<file path="src/rtl/if_fetch_stage_pkg.sv">
// if_fetch_stage_pkg: fetch-stage defaults and FSM state encoding shared with later stages.
package if_fetch_stage_pkg;
    localparam logic [31:0] DEF_RESET_PC  = 32'h0000_0000;
    localparam logic [31:0] DEF_NOP_INSTR = 32'h0000_0000;
    localparam int          DEF_CNT_W     = 16;
    typedef enum logic [1:0] {BOOT = 2'd0, RUN = 2'd1, HOLD = 2'd2} fetch_state_t;
endpackage

</file>
<file path="src/rtl/if_fetch_stage_if.sv">
// if_fetch_stage_if: fetch control, instruction memory and IF/ID register signals.
interface if_fetch_stage_if #(parameter int CNT_W = if_fetch_stage_pkg::DEF_CNT_W);
    logic             le;
    logic             stall;
    logic             br_taken;
    logic [31:0]      br_target;
    logic [31:0]      imem_addr;
    logic [31:0]      imem_data;
    logic [31:0]      pc_out;
    logic [31:0]      ifid_instr;
    logic [31:0]      ifid_pc4;
    logic             ifid_valid;
    logic [CNT_W-1:0] fetch_count;
    modport master (
        input  le, stall, br_taken, br_target, imem_data,
        output imem_addr, pc_out, ifid_instr, ifid_pc4, ifid_valid, fetch_count
    );
    modport slave (
        output le, stall, br_taken, br_target, imem_data,
        input  imem_addr, pc_out, ifid_instr, ifid_pc4, ifid_valid, fetch_count
    );
endinterface

</file>
<file path="src/rtl/if_fetch_stage_pc_reg.sv">
// if_fetch_stage_pc_reg: word-aligned PC flop with target load and +4 advance.
module if_fetch_stage_pc_reg #(
    parameter logic [31:0] RESET_PC = if_fetch_stage_pkg::DEF_RESET_PC
) (
    input  logic        clk,
    input  logic        rst_n,
    input  logic        adv,
    input  logic        load,
    input  logic [29:0] target,
    output logic [31:0] pc,
    output logic [31:0] pc4
);
    assign pc4 = pc + 32'd4;
    always_ff @(posedge clk or negedge rst_n)
        if (!rst_n)    pc <= {RESET_PC[31:2], 2'b00};
        else if (load) pc <= {target, 2'b00};
        else if (adv)  pc <= pc4;
endmodule

</file>
<file path="src/rtl/if_fetch_stage.sv">
// if_fetch_stage: PC sequencing, IF/ID register, boot/run/hold FSM and fetch counter.
module if_fetch_stage
    import if_fetch_stage_pkg::*;
#(
    parameter logic [31:0] RESET_PC  = DEF_RESET_PC,
    parameter logic [31:0] NOP_INSTR = DEF_NOP_INSTR
) (
    input logic             clk,
    input logic             rst_n,
    if_fetch_stage_if.master bus
);
    fetch_state_t state;
    logic         upd;
    logic [31:0]  pc4;
    // stall outranks a branch: the branching instruction is itself held in ID
    assign upd = (state == RUN) && bus.le && !bus.stall;
    assign bus.imem_addr = bus.pc_out;
    if_fetch_stage_pc_reg #(.RESET_PC(RESET_PC)) u_pc (
        .clk    (clk),
        .rst_n  (rst_n),
        .adv    (upd && !bus.br_taken),
        .load   (upd && bus.br_taken),
        .target (bus.br_target[31:2]),
        .pc     (bus.pc_out),
        .pc4    (pc4)
    );
    always_ff @(posedge clk or negedge rst_n)
        if (!rst_n) begin
            state           <= BOOT;
            bus.ifid_instr  <= NOP_INSTR;
            bus.ifid_pc4    <= '0;
            bus.ifid_valid  <= 1'b0;
            bus.fetch_count <= '0;
        end else begin
            case (state)
                BOOT:    state <= bus.le ? RUN : BOOT;
                RUN:     state <= bus.le ? RUN : HOLD;
                default: state <= bus.le ? RUN : HOLD;
            endcase
            if (upd) begin
                bus.ifid_instr <= bus.br_taken ? NOP_INSTR : bus.imem_data;
                bus.ifid_pc4   <= bus.br_taken ? '0 : pc4;
                bus.ifid_valid <= !bus.br_taken;
                if (!bus.br_taken) bus.fetch_count <= bus.fetch_count + 1'b1;
            end
        end
endmodule

</file>
<file path="src/flat_wrapper.sv">
// flat-port wrapper written by rule: the top's interface ports become plain ports
module if_fetch_stage_flat import if_fetch_stage_pkg::*;
#(
    parameter logic [31:0] RESET_PC  = DEF_RESET_PC,
    parameter logic [31:0] NOP_INSTR = DEF_NOP_INSTR
)
  (clk, rst_n, bus_le, bus_stall, bus_br_taken, bus_br_target, bus_imem_data, bus_imem_addr, bus_pc_out, bus_ifid_instr, bus_ifid_pc4, bus_ifid_valid, bus_fetch_count);
  if_fetch_stage_if #(.CNT_W(16)) bus_i ();
  input logic clk;
  input logic rst_n;
  input wire logic [$bits(bus_i.le)-1:0] bus_le;
  input wire logic [$bits(bus_i.stall)-1:0] bus_stall;
  input wire logic [$bits(bus_i.br_taken)-1:0] bus_br_taken;
  input wire logic [$bits(bus_i.br_target)-1:0] bus_br_target;
  input wire logic [$bits(bus_i.imem_data)-1:0] bus_imem_data;
  output wire logic [$bits(bus_i.imem_addr)-1:0] bus_imem_addr;
  output wire logic [$bits(bus_i.pc_out)-1:0] bus_pc_out;
  output wire logic [$bits(bus_i.ifid_instr)-1:0] bus_ifid_instr;
  output wire logic [$bits(bus_i.ifid_pc4)-1:0] bus_ifid_pc4;
  output wire logic [$bits(bus_i.ifid_valid)-1:0] bus_ifid_valid;
  output wire logic [$bits(bus_i.fetch_count)-1:0] bus_fetch_count;
  assign bus_i.le = bus_le;
  assign bus_i.stall = bus_stall;
  assign bus_i.br_taken = bus_br_taken;
  assign bus_i.br_target = bus_br_target;
  assign bus_i.imem_data = bus_imem_data;
  assign bus_imem_addr = bus_i.imem_addr;
  assign bus_pc_out = bus_i.pc_out;
  assign bus_ifid_instr = bus_i.ifid_instr;
  assign bus_ifid_pc4 = bus_i.ifid_pc4;
  assign bus_ifid_valid = bus_i.ifid_valid;
  assign bus_fetch_count = bus_i.fetch_count;
  if_fetch_stage #(.RESET_PC(RESET_PC), .NOP_INSTR(NOP_INSTR)) u_core (.clk(clk), .rst_n(rst_n), .bus(bus_i));
endmodule
</file>
<file path="config.mk">
export PLATFORM = sky130hd
export DESIGN_NAME = if_fetch_stage_flat
export DESIGN_NICKNAME = d
export VERILOG_FILES = /design/src/rtl/if_fetch_stage_pkg.sv /design/src/rtl/if_fetch_stage_if.sv /design/src/rtl/if_fetch_stage_pc_reg.sv /design/src/rtl/if_fetch_stage.sv /design/src/flat_wrapper.sv
export SDC_FILE = /design/constraint.sdc
export NUM_CORES = 1
export LEC_CHECK = 0
export CORE_ASPECT_RATIO = 0.9
export CORE_UTILIZATION = 35
export DETAILED_ROUTE_END_ITERATION = 8
export HOLD_SLACK_MARGIN = 0.1
export PLACE_DENSITY = 0.66
export SLEW_MARGIN = 15
export SYNTH_ARGS = -nofsm -noshare
export SYNTH_HDL_FRONTEND = slang
export SYNTH_SLANG_ARGS = --single-unit
</file>
<file path="constraint.sdc">
create_clock -name clk -period 5.3 [get_ports clk]
set_input_delay 1.06 -clock clk [delete_from_list [all_inputs] [get_ports clk]]
set_output_delay 1.06 -clock clk [all_outputs]
set_load 0.005 [all_outputs]
</file>
# Yosys cells after proc, flatten, opt, wreduce, memory -nomap -nowiden
# Index checks and enable logic that the tools add are counted.
# Widths: inputs -> output; s select.
word_totals:
  out_inout_bits: 145
  register_bits: 115
classes:
  reduce_logical: 9
  bitwise_logic: 1
  n_addsub: 2
  n_eq_ne: 1
  n_mux: 7
ops:
  columns: ["op", "count"]
  rows:
  - ["$mux 32", 4]
  - ["$add 32x3->32 const B", 1]
  - ["$add 16x1->16 const B", 1]
  - ["$logic_and 1x1->1", 4]
  - ["$mux 2", 2]
  - ["$eq 2x1->1 const B", 1]
  - ["$logic_not 1->1", 2]
  - ["$logic_not 2->1", 1]
  - ["$reduce_and 2->1", 1]
  - ["$reduce_bool 2->1", 1]
  - ["$mux 1", 1]
  - ["$not 1->1", 1]

# Logic depth before layout (Yosys ltp)
logic_depth:
  depth_word: 6
  ltp_mapped: 7
  mapped_depth_nobuf: 6

# Hierarchy
# A second synthesis with hierarchy kept.
unflattened:
  hier_cells: 662
  area_unflattened_um2: 5869.4
modules_own_cells:
  columns: ["mod", "cells_each", "area_each_um2", "n_inst"]
  rows:
  - ["if_fetch_stage", 380, 3585.9, 1]
  - ["if_fetch_stage_pc_reg", 282, 2283.4, 1]

# Least setup slack after synthesis
# OpenSTA, ideal clock, no wires.
synth_timing:
  path_type: "input -> register"
  from: "input bus_stall"
  to: "register u_core.u_pc.pc[15]"
  arrival_time_ps: 2144
  setup_time_ps: 137
  cell_stages: 6
  path_buffers: 2
  required_time_ps: 5163
  setup_slack_ps: 3019
  cell_sequence: "and4bb_1 clkbuf_1 clkbuf_1 nand3_1 o21ai_0 a21oi_1"
synth_via:
  elab_chain_len: 4
synth_rtl:
  columns: ["item", "line", "source"]
  rows:
  - ["start: declaration", "flat_wrapper.sv:12", "input wire logic [$bits(bus_i.stall)-1:0] bus_stall;"]
  - ["$logic_not 1->1 *", "if_fetch_stage.sv:16", "assign upd = (state == RUN) && bus.le && !bus.stall;"]
  - ["$logic_and 1x1->1 *", "if_fetch_stage.sv:16", null]
  - ["$logic_and 1x1->1, on equally long branches", "if_fetch_stage.sv:22, if_fetch_stage.sv:21", null]
  - ["$mux 32 / $reduce_bool 2->1 (equally long branches)", null, null]
  - ["end signal: assignment", "if_fetch_stage_pc_reg.sv:15", "if (!rst_n) pc <= {RESET_PC[31:2], 2'b00};"]
  - ["end signal: assignment", "if_fetch_stage_pc_reg.sv:16", "else if (load) pc <= {target, 2'b00};"]
  - ["end signal: assignment", "if_fetch_stage_pc_reg.sv:17", "else if (adv) pc <= pc4;"]
  - ["end: declaration", "if_fetch_stage_pc_reg.sv:10", "output logic [31:0] pc,"]
# Every way passes the cells marked *; elsewhere a longest branch is shown, timed or not.
# A chain may end at the register's enable or synchronous reset.

# Worst setup path in the final report
layout_timing:
  from: "input bus_le"
  to: "register u_core.u_pc.pc[28]"
layout_via:
  elab_chain_len: 4
layout_rtl:
  columns: ["item", "line", "source"]
  rows:
  - ["start: declaration", "flat_wrapper.sv:11", "input wire logic [$bits(bus_i.le)-1:0] bus_le;"]
  - ["$logic_and 1x1->1 * (2 in series)", "if_fetch_stage.sv:16", null]
  - ["$logic_and 1x1->1, on equally long branches", "if_fetch_stage.sv:22, if_fetch_stage.sv:21", null]
  - ["$mux 32 / $reduce_bool 2->1 (equally long branches)", null, null]
# Marked as above.

==> impl_metrics.env <==
export IMPL_dp_cells=965
export IMPL_p_seq_share_pct=46.5
export IMPL_num_nets_final=845
export IMPL_finalClockSkew_ns=0.0120
export IMPL_cts_setup_buffers=0
export IMPL_antenna_cells=0
export IMPL_setup_tns_ns=0
export IMPL_place_congestion=0.835
export IMPL_fin_cells=981
export IMPL_crit_buf_inv=3
export IMPL_start_util_pct=36.3
export IMPL_fin_crit_ns=3.22
export IMPL_rsz0062_at_grt="no"
export IMPL_run_status="finished, final reports clean"
export IMPL_start_kind="primary input"
export IMPL_grt_use_met2_pct=31.5
export IMPL_cts_resized_gates=0
export IMPL_drive_above_1_share_pct=4.75
export IMPL_grt_pass1_vias=4808
export IMPL_busiest_layer="met2"
export IMPL_drtIter0Drc=281
export IMPL_end_kind="flop"
export IMPL_critical_path_depth=7
export IMPL_slew_headroom_pct=37.8
export IMPL_irDropWorstVdd_mv=0.155
export IMPL_switching_share_pct=27.3
export IMPL_io_buffers=207
export IMPL_cpMostUsedCell="buf_4"
export IMPL_firstDrtPassIters=5
export IMPL_tightest_slew_ns=0.933
export IMPL_path_max_fanout=41
export IMPL_wl_per_cell_um=16.8
export IMPL_synth_edff_count=0
export IMPL_grt_overflow=0
export IMPL_die_area_um2=16700
export IMPL_crit_slowest_cell="clkdlybuf4s50_1"
export IMPL_cap_violations=0
export IMPL_setup_viol=0
export IMPL_synthArstFlopShare_pct=100
export IMPL_p_clk_share_pct=30.8
export IMPL_synth_ff_type="dfrtp_1"
export IMPL_hold_viol_final=0
export IMPL_fp_dieW_um=136
export IMPL_vias=5041
export IMPL_reg2regPathDepth=6
export IMPL_grt_pass1_wl_um=25200
export IMPL_ios=214
export IMPL_drc=0
export IMPL_crit_type="primary input to flop"
export IMPL_area_growth_pct=40.4
export IMPL_cp_required_ns=5.58
export IMPL_core_um2=15600
export IMPL_cts_htree_levels=3
export IMPL_clk_pin_slew_ns=0.08
export IMPL_fp_dieH_um=123
export IMPL_cts_tree="yes"
export IMPL_p_comb_share_pct=22.7
export IMPL_numCtsBuffers=9
export IMPL_yosysUniqueCellTypes=41
export IMPL_routed_via_density=5.14
export IMPL_postRouteAntennaNets=0
export IMPL_slew_viol_final=0
export IMPL_worstHoldPathCells=2
export IMPL_layout_commonest_cell="clkdlybuf4s50_1"
export IMPL_critPathArrivalTime_ns=3.50
export IMPL_syn_avg_cell_area_um2=9.12
export IMPL_netlist_area_um2=5660
export IMPL_insertion_delay_ns=0.35
export IMPL_finalCritPeriodShare_pct=60.7
export IMPL_max_freq_ghz=0.311
export IMPL_synth_seq_area_share_pct=49.5
export IMPL_crit_family="buffers and inverters"
export IMPL_clock_sinks=112
export IMPL_row_count=43
export IMPL_path_cells="clkdlybuf4s50_1 -> and4bb_1 -> buf_4 -> nand2_1 -> buf_4 -> or3_1 -> nand3_1"
export IMPL_track_usage_pct=19.8
export IMPL_switching_power_mw=0.620
export IMPL_cpPeakStageDelay_ns=0.57
export IMPL_grt_max_degree=85
export IMPL_final_cell_mix="clkdlybuf4s50_1, nand2_1, dfrtp_1"
export IMPL_routed_wl_um=16500
export IMPL_hold_buffers=0
export IMPL_syn_inst=621
export IMPL_clk_path_buf_depth=2
export IMPL_cts_root_buf="clkbuf_16"
export IMPL_p_leak_nw=3.36
export IMPL_ys_seq_elements=112
export IMPL_power_density_nw_per_um2=285
export IMPL_place_hpwl_um=11600
export IMPL_grt_util_met1_pct=26.2
export IMPL_yosysWarnings=0
export IMPL_met3_usage_pct=3.30
export IMPL_antenna_found_initial=0
export IMPL_p_int_mw=1.65
export IMPL_min_path_type="flop to flop"
==> logic make-up after synthesis <==
logic type               after synthesis  share of synthesized area (%)
other                                  1                         0.0662
buffers and inverters                 78                           7.67
AO/OA/AOI/OAI                        115                           11.3
multiplexers                           8                           1.41
AND/OR/NAND/NOR                      264                           23.3
flip-flops                           112                           49.5
XOR/XNOR                              41                           6.34
adder cells (fa/ha/maj)                2                          0.442
==> power by group through the flow <==
stage	Combinational, mW	Clock [mW]	Sequential (mW)
5_1_grt	0.567	0.749	1.07
3_3_place_gp	0.513	0	1.06
2_1_floorplan	0.192	0	1.05
6_report	0.515	0.700	1.05
4_1_cts	0.523	0.720	1.06
3_5_place_dp	0.520	0	1.07
==> sequential cells by signal, summed over array words and instances (netlist names) <==
| register | cells |
|---|---|
| u_core.u_pc.pc | 30 |
| u_core.state | 2 |
| u_core.bus.ifid_instr | 32 |
| u_core.bus.fetch_count | 16 |
| u_core.bus.ifid_pc4 | 31 |
| u_core.bus.ifid_valid | 1 |
==> routing by layer <==
metal | share of wire (%) | vias up
li1 | - | 2418
met1 | 44 | 2401
met2 | 47 | 198
met3 | 7.0 | 24
met4 | 2.1 | 0
met5 | 0 | -
==> worst register-to-register path, cell delays in order (launching register included) <==
cell and delay (ns):
dfrtp_1 0.39, and4bb_1 0.26, buf_4 0.41, nand2_1 0.45, buf_4 0.34, or3_1 0.35
nand3_1 0.09
==> cell usage after synthesis, types with 13 or more instances <==
| library cell | n | area share [%] |
|---|---|---|
| a21oi_1 | 23 | 2.0 |
| xor2_1 | 23 | 3.6 |
| dfrtp_1 | 112 | 49 |
| and3_1 | 13 | 1.4 |
| xnor2_1 | 18 | 2.8 |
| o21ai_0 | 58 | 5.1 |
| buf_4 | 36 | 4.8 |
| nor2_1 | 19 | 1.3 |
| nand3_1 | 48 | 4.2 |
| o22ai_1 | 14 | 1.5 |
| clkbuf_1 | 29 | 1.9 |
| nand2_1 | 132 | 8.7 |
==> path summary, 6_finish.rpt <==
check                                         from                        to  slack (ns)
setup / recovery                            bus_le        u_core.u_pc.pc[28]        2.08
hold / removal             u_core.bus.ifid_pc4[31]   u_core.bus.ifid_pc4[31]        0.48
setup reg to reg                   u_core.state[1]        u_core.u_pc.pc[28]        2.95
hold reg to reg            u_core.bus.ifid_pc4[31]   u_core.bus.ifid_pc4[31]        0.48
max in group asynchronous                    rst_n         u_core.u_pc.pc[6]        3.31
min in group asynchronous                    rst_n  u_core.bus.ifid_instr[7]        0.83
==> layout make-up <==
type,count,area [um2]
Timing Repair Buffer,214,2120
Sequential cell,112,2800
Tap cell,202,253
Inverter,3,11.3
Clock inverter,6,68.8
Fill cell,1414,7650
Clock buffer,10,239
Multi-Input combinational cell,434,2450
==> through the flow <==
step / hold slack, ns / area [um2] / power [mW] / utilization [%] / worst slack (ns)
final: 0.478 / 7950 / 2.27 / 51.0 / 2.08
after global routing: 0.512 / 7950 / 2.39 / 51.0 / 1.96
after CTS: 0.487 / 7950 / 2.30 / 51.0 / 2.14
after detailed placement: 0.469 / 7640 / 1.59 / 49.0 / 1.77
after global placement: 0.462 / 7640 / 1.58 / 49.0 / 1.77
after floorplan: 0.465 / 5680 / 1.25 / - / 3.02
Power figures use the tool's default switching activity.
